File: src/rtl/eth_tx_frame_arbiter.sv
// Frame-granular round-robin arbiter in front of the 10G MAC TX stream.
// Grants are held for a whole frame; frames granted while the link is down are drained.
module eth_tx_frame_arbiter #(
    parameter int PORTS      = 4,
    parameter int DATA_WIDTH = 64,
    parameter int KEEP_WIDTH = DATA_WIDTH / 8,
    parameter int SEL_WIDTH  = $clog2(PORTS),
    parameter int CNT_WIDTH  = 16
) (
    input  logic                             clk,
    input  logic                             rst,

    input  logic [PORTS*DATA_WIDTH-1:0]      s_axis_tdata,
    input  logic [PORTS*KEEP_WIDTH-1:0]      s_axis_tkeep,
    input  logic [PORTS-1:0]                 s_axis_tvalid,
    output logic [PORTS-1:0]                 s_axis_tready,
    input  logic [PORTS-1:0]                 s_axis_tlast,
    input  logic [PORTS-1:0]                 s_axis_tuser,

    output logic [DATA_WIDTH-1:0]            m_axis_tdata,
    output logic [KEEP_WIDTH-1:0]            m_axis_tkeep,
    output logic                             m_axis_tvalid,
    input  logic                             m_axis_tready,
    output logic                             m_axis_tlast,
    output logic                             m_axis_tuser,

    input  logic                             link_up,

    output logic                             grant_valid,
    output logic [SEL_WIDTH-1:0]             grant_port,
    output logic [CNT_WIDTH-1:0]             frame_count,
    output logic [CNT_WIDTH-1:0]             drop_count
);

    // state | meaning
    // IDLE  | no grant; pick next requester from rr_ptr
    // PASS  | granted frame muxed straight through to the MAC
    // DROP  | granted frame accepted and discarded (link was down at grant)
    typedef enum logic [1:0] {
        ST_IDLE = 2'd0,
        ST_PASS = 2'd1,
        ST_DROP = 2'd2
    } state_t;

    state_t                 state_q, state_d;
    logic [SEL_WIDTH-1:0]   rr_ptr_q, rr_ptr_d;
    logic [SEL_WIDTH-1:0]   grant_port_q, grant_port_d;
    logic                   grant_valid_q, grant_valid_d;
    logic [CNT_WIDTH-1:0]   frame_count_q, frame_count_d;
    logic [CNT_WIDTH-1:0]   drop_count_q, drop_count_d;

    logic                   req_found;
    logic [SEL_WIDTH-1:0]   req_sel;
    int                     arb_idx;

    logic [DATA_WIDTH-1:0]  g_tdata;
    logic [KEEP_WIDTH-1:0]  g_tkeep;
    logic                   g_tvalid;
    logic                   g_tlast;
    logic                   g_tuser;

    function automatic logic [SEL_WIDTH-1:0] next_ptr(input logic [SEL_WIDTH-1:0] g);
        if (int'(g) == PORTS - 1) begin
            return '0;
        end
        return g + 1'b1;
    endfunction

    // Scan downwards so the lowest rotation offset from rr_ptr wins.
    always_comb begin
        req_found = 1'b0;
        req_sel   = '0;
        arb_idx   = 0;
        for (int k = PORTS - 1; k >= 0; k--) begin
            arb_idx = int'(rr_ptr_q) + k;
            if (arb_idx >= PORTS) begin
                arb_idx = arb_idx - PORTS;
            end
            if (s_axis_tvalid[arb_idx]) begin
                req_found = 1'b1;
                req_sel   = SEL_WIDTH'(arb_idx);
            end
        end
    end

    assign g_tdata  = s_axis_tdata[int'(grant_port_q)*DATA_WIDTH +: DATA_WIDTH];
    assign g_tkeep  = s_axis_tkeep[int'(grant_port_q)*KEEP_WIDTH +: KEEP_WIDTH];
    assign g_tvalid = s_axis_tvalid[grant_port_q];
    assign g_tlast  = s_axis_tlast[grant_port_q];
    assign g_tuser  = s_axis_tuser[grant_port_q];

    always_comb begin
        state_d       = state_q;
        rr_ptr_d      = rr_ptr_q;
        grant_port_d  = grant_port_q;
        grant_valid_d = grant_valid_q;
        frame_count_d = frame_count_q;
        drop_count_d  = drop_count_q;

        s_axis_tready = '0;
        m_axis_tdata  = '0;
        m_axis_tkeep  = '0;
        m_axis_tvalid = 1'b0;
        m_axis_tlast  = 1'b0;
        m_axis_tuser  = 1'b0;

        case (state_q)
            ST_IDLE: begin
                if (req_found) begin
                    grant_port_d  = req_sel;
                    grant_valid_d = 1'b1;
                    state_d       = link_up ? ST_PASS : ST_DROP;
                end
            end

            ST_PASS: begin
                m_axis_tdata                = g_tdata;
                m_axis_tkeep                = g_tkeep;
                m_axis_tvalid               = g_tvalid;
                m_axis_tlast                = g_tlast;
                m_axis_tuser                = g_tuser;
                s_axis_tready[grant_port_q] = m_axis_tready;
                if (g_tvalid && m_axis_tready && g_tlast) begin
                    if (frame_count_q != '1) begin
                        frame_count_d = frame_count_q + 1'b1;
                    end
                    rr_ptr_d      = next_ptr(grant_port_q);
                    grant_valid_d = 1'b0;
                    state_d       = ST_IDLE;
                end
            end

            ST_DROP: begin
                s_axis_tready[grant_port_q] = 1'b1;
                if (g_tvalid && g_tlast) begin
                    if (drop_count_q != '1) begin
                        drop_count_d = drop_count_q + 1'b1;
                    end
                    rr_ptr_d      = next_ptr(grant_port_q);
                    grant_valid_d = 1'b0;
                    state_d       = ST_IDLE;
                end
            end

            default: begin
                grant_valid_d = 1'b0;
                state_d       = ST_IDLE;
            end
        endcase
    end

    // A mid-frame reset simply abandons the frame; the MAC FIFO handles the truncation.
    always_ff @(posedge clk) begin
        if (rst) begin
            state_q       <= ST_IDLE;
            rr_ptr_q      <= '0;
            grant_port_q  <= '0;
            grant_valid_q <= 1'b0;
            frame_count_q <= '0;
            drop_count_q  <= '0;
        end else begin
            state_q       <= state_d;
            rr_ptr_q      <= rr_ptr_d;
            grant_port_q  <= grant_port_d;
            grant_valid_q <= grant_valid_d;
            frame_count_q <= frame_count_d;
            drop_count_q  <= drop_count_d;
        end
    end

    assign grant_valid = grant_valid_q;
    assign grant_port  = grant_port_q;
    assign frame_count = frame_count_q;
    assign drop_count  = drop_count_q;

endmodule

File: config.mk
export PLATFORM = sky130hd
export DESIGN_NAME = eth_tx_frame_arbiter
export DESIGN_NICKNAME = d
export VERILOG_FILES = /design/src/rtl/eth_tx_frame_arbiter.sv
export SDC_FILE = /design/constraint.sdc
export NUM_CORES = 1
export LEC_CHECK = 0
export ABC_AREA = 1
export CAP_MARGIN = 5
export CORE_AREA = 2 2 163 165
export CTS_CLUSTER_DIAMETER = 150
export DETAILED_ROUTE_END_ITERATION = 12
export DIE_AREA = 0 0 165 167
export GPL_TIMING_DRIVEN = 0
export PLACE_DENSITY_LB_ADDON = 0.2
export SLEW_MARGIN = 20
export SYNTH_ARGS = -nofsm -noshare
export SYNTH_HDL_FRONTEND = slang
export SYNTH_SLANG_ARGS = --single-unit
File: constraint.sdc
create_clock -name clk -period 2.3 [get_ports clk]
set_input_delay 0.345 -clock clk [delete_from_list [all_inputs] [get_ports clk]]
set_output_delay 0.345 -clock clk [all_outputs]
set_load 0.03 [all_outputs]
# --- After elaboration in Yosys (flattened, before gate mapping) ---
# Index checks and enable logic that the tools add are counted.
totals:
  elab_cells: 106
  out_inout_bits: 114
  reg_bits: 39
  inputBits: 304
op_classes:
  n_reduce_logical: 11
  n_mux: 58
  shift: 2
  addsub: 10
  order_cmp: 10
  n_bitwise: 1
  eq_ne: 8
op_table:
  columns: ["operator", "n"]
  rows:
  - ["$shiftx 256x9->64", 1]
  - ["$lt 32x4->1 const B", 4]
  - ["$mux 32", 4]
  - ["$mux 64", 1]
  - ["$add 16x1->16 const B", 2]
  - ["$ne 16x16->1 const B", 2]
  - ["$shiftx 32x6->8", 1]
  - ["$mux 1", 27]
  - ["$mux 2", 13]
  - ["$bmux 1 s2", 7]
  - ["$reduce_and 3->1", 4]
  - ["$sub 3x3->4 const B", 3]
  - ["$ge 3x3->1 const B", 3]
  - ["$mux 8", 1]
  - ["$pmux 4 s2", 1]
  - ["$add 2x2->3 const B", 2]
  - ["$ne 2x2->1 const B", 3]
  - ["$pmux 2 s3", 1]
  - ["$and 4x4->4", 1]
  - ["$eq 2x1->1 const B", 2]
  - ["$logic_and 1x1->1", 4]
  - ["$pmux 2 s2", 1]
  - ["$sub 2x3->4 const B", 1]
  - ["$add 2x1->3 const B", 1]
  - ["10 further kinds", 10]

# --- Depth between registers and ports, before layout ---
# Gate-level depths: netlist (run 1).
depth:
  ltp_word: 12
  mapped_depth: 12
  ltp_nobuf: 11

# --- Least setup slack after synthesis (run 1) ---
# Ideal clock, no wire load.
synth_timing:
  kind: "register to output"
  from: "reg grant_port_q[0], in the netlist grant_port[0]"
  to: "out m_axis_tdata[23]"
  path_buffers: 3
  setup_slack_ns: 0.051
  t_required_ns: 1.955
  t_arrival_ns: 1.904
  stages_incl_launch_ff: 8
  path_cell_list: "dfxtp_1 -> buf_6 -> buf_2 -> buf_1 -> nor2_1 -> nor2_1 -> o21ai_0 -> a21oi_1"
synth_between:
  elab_chain_len: 2
synth_lines:
  columns: ["element", "line", "text"]
  rows:
  - ["start: declaration", "47", "logic [SEL_WIDTH-1:0] grant_port_q, grant_port_d;"]
  - ["start signal: assignment", "164", "grant_port_q <= grant_port_d;"]
  - ["$shiftx 256x9->64", "86", "assign g_tdata = s_axis_tdata[int'(grant_port_q)*DATA_WIDTH +: DATA_WIDTH];"]
  - ["$mux 64", "107", "case (state_q)"]
  - ["end: declaration", "20", "output logic [DATA_WIDTH-1:0] m_axis_tdata,"]
# Every way passes these cells.

# --- Worst setup path in the final report (run 1) ---
layout_timing:
  from: "reg grant_port_q[0], in the netlist grant_port[0]"
  to: "out m_axis_tdata[30]"
# Same word-level chain as after synthesis.

==> results of run 1 <==
==> cell type report <==
class	count	area, µm²
multi-input combinational	841	3870
clock buffer	5	125
timing repair buffer	416	3870
buffer	67	556
clock inverter	3	15.0
antenna	15	37.5
sequential	39	786
tap	335	419
inverter	34	135
fill	2920	15900
==> critical path, delay by kind of cell, from the launching register on <==
family          cells  cell delay [ps]
compound gates      2              390
buf+inv             4              760
flops               1              370
simple gates        2              140
==> flip-flops by register name, summed over array words and instances, names as in the netlist <==
signal	count
drop_count	16
grant_valid	1
frame_count	16
rr_ptr_q	2
grant_port	2
state_q	2
==> logic make-up after synthesis <==
logic type,Yosys count,share of synthesized area
XOR/XNOR,26,0.0450
AO/OA/AOI/OAI,261,0.260
AND/OR/NAND/NOR,545,0.431
buffers and inverters,101,0.0875
flip-flops,39,0.154
adder cells (fa/ha/maj),9,0.0222
==> where the power goes <==
part	leakage, nW	switching [mW]	total, mW	internal, mW
clock network	0.0734	0.290	0.686	0.396
registers	0.316	0.0633	0.801	0.737
logic	3.61	3.73	5.96	2.23
==> final timing paths <==
path                                    endpoint  cells past startpoint  slack (ps)          start
worst max-delay path            m_axis_tdata[30]                      8          10  grant_port[0]
worst max register to register     drop_count[6]                      8         400  drop_count[0]
worst min register to register       grant_valid                      2         490    grant_valid
worst min-delay path               drop_count[9]                      2         450            rst
==> cells in the final DEF (no fill, tap or decap), drive strengths merged, types with 15 or more instances in the layout <==
master | netlist | layout
clkdlybuf4s50 | 0 | 337
inv | 34 | 34
nand3 | 27 | 27
nor2 | 348 | 348
xor2 | 16 | 16
nand2 | 157 | 157
a21oi | 107 | 107
diode | 0 | 15
o21ai | 154 | 154
buf | 36 | 107
dfxtp | 39 | 39
clkbuf | 31 | 39
==> repair_timing <==
item	4_1_cts	5_1_grt
resized for setup	435	108
endpoints found under the hold margin	0	0
buffers inserted	0	0
endpoints found under the setup margin	79	66
hold buffers	0	0
pin swaps	4	10
==> per-layer routing <==
metal,track usage,part of all wire,routed length [µm]
met5,0,0.00082,28
met4,0.0756,0.016,539
met2,0.409,0.50,17200
met3,0.0526,0.070,2420
met1,0.279,0.41,14100
==> stage by stage <==
step	setup slack, ps	TNS, ps	instances
after floorplan	50.7	0	981
after global placement	-825	-47550	1732
after detailed placement	-776	-46080	1732
after CTS	-6.08	-6.08	1740
after global routing	-63.2	-277	1754
final	14.7	0	1755
==> results.toml, run 1 <==
[clocking]
htreeDepth = 2
worst_skew_pair.late_latency_ps = 290
clk_pin_slew_worst_paths_ps = 60
cts_buffer_depth = 2
cts_buffers = 5
root_buffer = "clkbuf_16"
cts_tree = "done"
cts_sinks = 39

[die]
die_w_um = 165
die_y_um = 167
core_um2 = 25800
start_util = 0.197
rows = 59
die_area_um2 = 27600
ios = 418

[synthesis]
yosysMostFrequentCell = "nor2_1"
synth-edff-count = 0
synth_top_area_frac = 0.254
syn_area_um2 = 5060
yosys_warnings = 0
synth_fp_nets = 1294
synthFlopType = "dfxtp_1"
syn_inst = 981
synth_area_leaders = "nor2_1 25%, dfxtp_1 15%, o21ai_0 15%, nand2_1 11%, a21oi_1 10%"
yosys-top-cells-count = "343 x nor2_1, 154 x o21ai_0, 149 x nand2_1"
syn_area_per_cell_um2 = 5.16
synth_cell_type_count = 26
synth-async-reset-ratio = 0
ys_seq_area_frac = 0.154
yosys.area.top_type = "nor2_1"
ys_seq_elements = 39

[worst_hold_path]
min_path_type = "input pin to register"

[power]
power_mw = 7.45
vdd_drop_max_mv = 0.351
power_density_nw_per_um2 = 759
leakage_nw = 4.00

[timing]
fin_worst_skew_ps = 4.48
finalCritPeriodShare = 0.994
hold_ws_ps = 448
rsz0062_at_grt = "true"
setup_violations = 0
hold_viol = 0
period_minus_slack_ps = 2290
fmax_mhz = 438
finalMaxSlewViolations = 0
slew_headroom = 0.640
worst_slew_pin_slew_ps = 540

[placement]
place.gp.congestion = 0.986
dpl.hpwl_um = 28200
port_buffers = 416
place_area_um2 = 9650

[routing]
drc = 0
ant_nets = 0
vias_per_cell = 4.56
wl_um = 34300
dr.pass1.iters = 5
drt_iter0_drc = 471
wl_per_cell_um = 19.5
dr_total_vias = 8009

[layout]
finalCoreUtilization = 0.381
drive_gt1_frac = 0.130
final_area_um2 = 9810
area_growth_pct = 93.8
nets = 1717

[worst_setup_path]
endpoint_kind = "output pin"
critPathRequiredTime_ps = 1960
crit_fanout = 10
crit_arrival_ps = 1940
crit_top_cell = "nor2_1"
crit_chain = "buf_6 > buf_8 > buf_4 > nor2_1 > nor2_1 > o21ai_0 > a21oi_1 > clkbuf_4"
crit_path_start_kind = "register"
crit_type = "register to output pin"
crit_path_top_delay_cell = "dfxtp_2"
slowest_delay_ps = 370

[global_routing]
gr-total-overflow = 0
antenna_found_initial = 17
grt_pass1_vias = 7484
grt_pass1_wl_um = 48100
grt_max_degree = 13
grt_usage = 0.233

[flow_run]
cap_violations = 0

[outcome]
status = "complete, no violations"
(Power assumes the default switching activity.)
==> inputs of run 2 (changes only) <==
--- a/config.mk
+++ b/config.mk
@@ -11,6 +11,7 @@
 export CTS_CLUSTER_DIAMETER = 150
 export DETAILED_ROUTE_END_ITERATION = 12
 export DIE_AREA = 0 0 165 167
+export GPL_ROUTABILITY_DRIVEN = 0
 export GPL_TIMING_DRIVEN = 0
 export PLACE_DENSITY_LB_ADDON = 0.2
 export SLEW_MARGIN = 20
==> run 2 against run 1 <==
Compared with the run above:
- cell count about the same
- global-route usage down 0.61 points
- combinational power down 0.7%
- sequential share of layout area about the same
- clock skew about the same
- clock-buffer cell count up 3
- critical path depth unchanged
- worst setup slack better by 9.5 ps
- wire length down 2.8%
- worst hold slack worse by 47 ps
==> results.toml, run 2 (same netlist as run 1, synthesis figures left out) <==
[worst_setup_path]
r2r_cells = 8
crit_buf_inv = 4
crit_path_start_kind = "register"
crit_path_top_delay_cell = "dfxtp_2"
critPathRequiredTime_ps = 1960
rr_endpoint = "drop_count[5]"
crit_fanout = 10
slowest_delay_ps = 370
worstSetupStartpoint = "grant_port[0]"
timing.rr.start = "drop_count[0]"
critPathCapture = "m_axis_tdata[51]"
crit_top_cell = "buf_6"
crit_chain = "buf_6 > buf_4 > buf_6 > nor2_1 > nor2_1 > o21ai_0 > a21oi_2 > buf_6"
crit_arrival_ps = 1930
crit_family = "buffers and inverters"
endpoint_kind = "output pin"
r2r_slack_ps = 410
crit_type = "register to output pin"
critical_path_depth = 8

[placement]
port_buffers = 416
dpl.hpwl_um = 27400
dp.cells = 1732
dpl_worst_slack_ps = -829
place_area_um2 = 9650

[global_routing]
gr-usage-met1 = 0.272
grt_max_degree = 12
grt_pass1_wl_um = 47300
use_met3 = 0.0545
gr-total-overflow = 0
grt_pass1_vias = 7581
busiest_layer = "met2"
antenna_found_initial = 16
grt_usage = 0.227
grt_use_met2 = 0.390

[routing]
dr.pass1.iters = 5
wl_per_cell_um = 19.0
vias_per_cell = 4.55
ant_nets = 0
dr_total_vias = 7994
drt_iter0_drc = 489
drc = 0
wl_um = 33300

[layout]
final_area_um2 = 9810
stdcell_count = 1756
nets = 1717
area_growth_pct = 93.7
drive_gt1_frac = 0.125
finalCoreUtilization = 0.381
final_cell_mix = "339 x nor2_1, 337 x clkdlybuf4s50_1, 151 x o21ai_0, 149 x nand2_1, 101 x a21oi_1"
layout_commonest_cell = "nor2_1"

[clocking]
cts_buffer_depth = 2
ctsHoldBuffers = 0
worst_skew_pair.late_latency_ps = 280
cts_buffers = 5
htreeDepth = 2
clk_pin_slew_worst_paths_ps = 60
cts_sinks = 39
root_buffer = "clkbuf_16"
cts_tree = "done"

[power]
leakage_nw = 3.98
vdd_drop_max_mv = 0.363
power_mw = 7.46
power_density_nw_per_um2 = 761

[timing]
period_minus_slack_ps = 2280
layout_setup_ws_ps = 24.2
finalCritPeriodShare = 0.989
fin_worst_skew_ps = 4.06
slew_headroom = 0.633
setup_violations = 0
hold_viol = 0
rsz0062_at_grt = "true"
worst_slew_pin_slew_ps = 550
fmax_mhz = 439
finalMaxSlewViolations = 0

[flow_run]
cap_violations = 0

[worst_hold_path]
min_path_type = "input pin to register"

[die]
ios = 418
rows = 59
die_area_um2 = 27600
die_w_um = 165
die_y_um = 167
start_util = 0.197
core_um2 = 25800

[outcome]
status = "complete, no violations"
==> run 2: cell count changes in the layout (fill, tap and decap cells not counted), moves of 2 or more <==
cell / change
clkbuf_4: +7
buf_2: -4
clkbuf_1: +3
clkinv_2: -3
a21oi_1: +2
a21oi_2: -2
buf_12: +2
buf_4: -2
==> run 2: metrics by stage <==
stage                     TNS (ps)  hold WS [ps]
after floorplan                  0           458
final                            0           401
after global placement      -49210           477
after global routing          -633           419
after CTS                    -21.0           401
after detailed placement    -49860           481
==> run 2: worst min path at each step <==
stage,start,end,slack (ps),cells past startpoint
final,rst,drop_count[9],400,2
after global routing,rst,drop_count[9],420,2
after CTS,rst,drop_count[9],400,2
after detailed placement,state_q[0],state_q[0],480,2
after global placement,state_q[1],state_q[1],480,2
after floorplan,state_q[1],state_q[1],460,2
==> run 2: area by class of cell <==
type,instances,area [µm²]
multi-input combinational,841,3870
buffer,67,529
inverter,34,135
fill,2883,16000
tap,335,419
antenna,16,40.0
timing repair buffer,416,3870
sequential,39,786
clock buffer,8,156
==> run 2: repair_timing <==
| action | in CTS | in global routing |
|---|---|---|
| gates resized for setup | 453 | 87 |
| pin swaps | 1 | 5 |
| setup buffers | 0 | 0 |
| setup endpoints to repair | 80 | 69 |
==> run 2: worst reg2reg max path, cell delays in order (launching register included) <==
cell and delay, ps:
dfxtp_1 450, ha_1 260, nand2_1 100, nor2_2 210, nand4_1 190, nand3_2 170, buf_2 230, nand2_1 70
a21oi_1 140
==> run 2: power by group <==
part	internal, mW	leakage, nW	total, mW	switching (mW)
logic	2.20	3.59	5.92	3.72
clock network	0.462	0.0773	0.743	0.281
registers	0.737	0.316	0.801	0.0635
total	3.40	3.98	7.46	4.06
==> run 2: routing by layer <==
metal | up-vias | part of all wire
li1 | 4034 | -
met1 | 3696 | 0.41
met2 | 241 | 0.50
met3 | 23 | 0.070
met4 | 0 | 0.016
met5 | - | 0
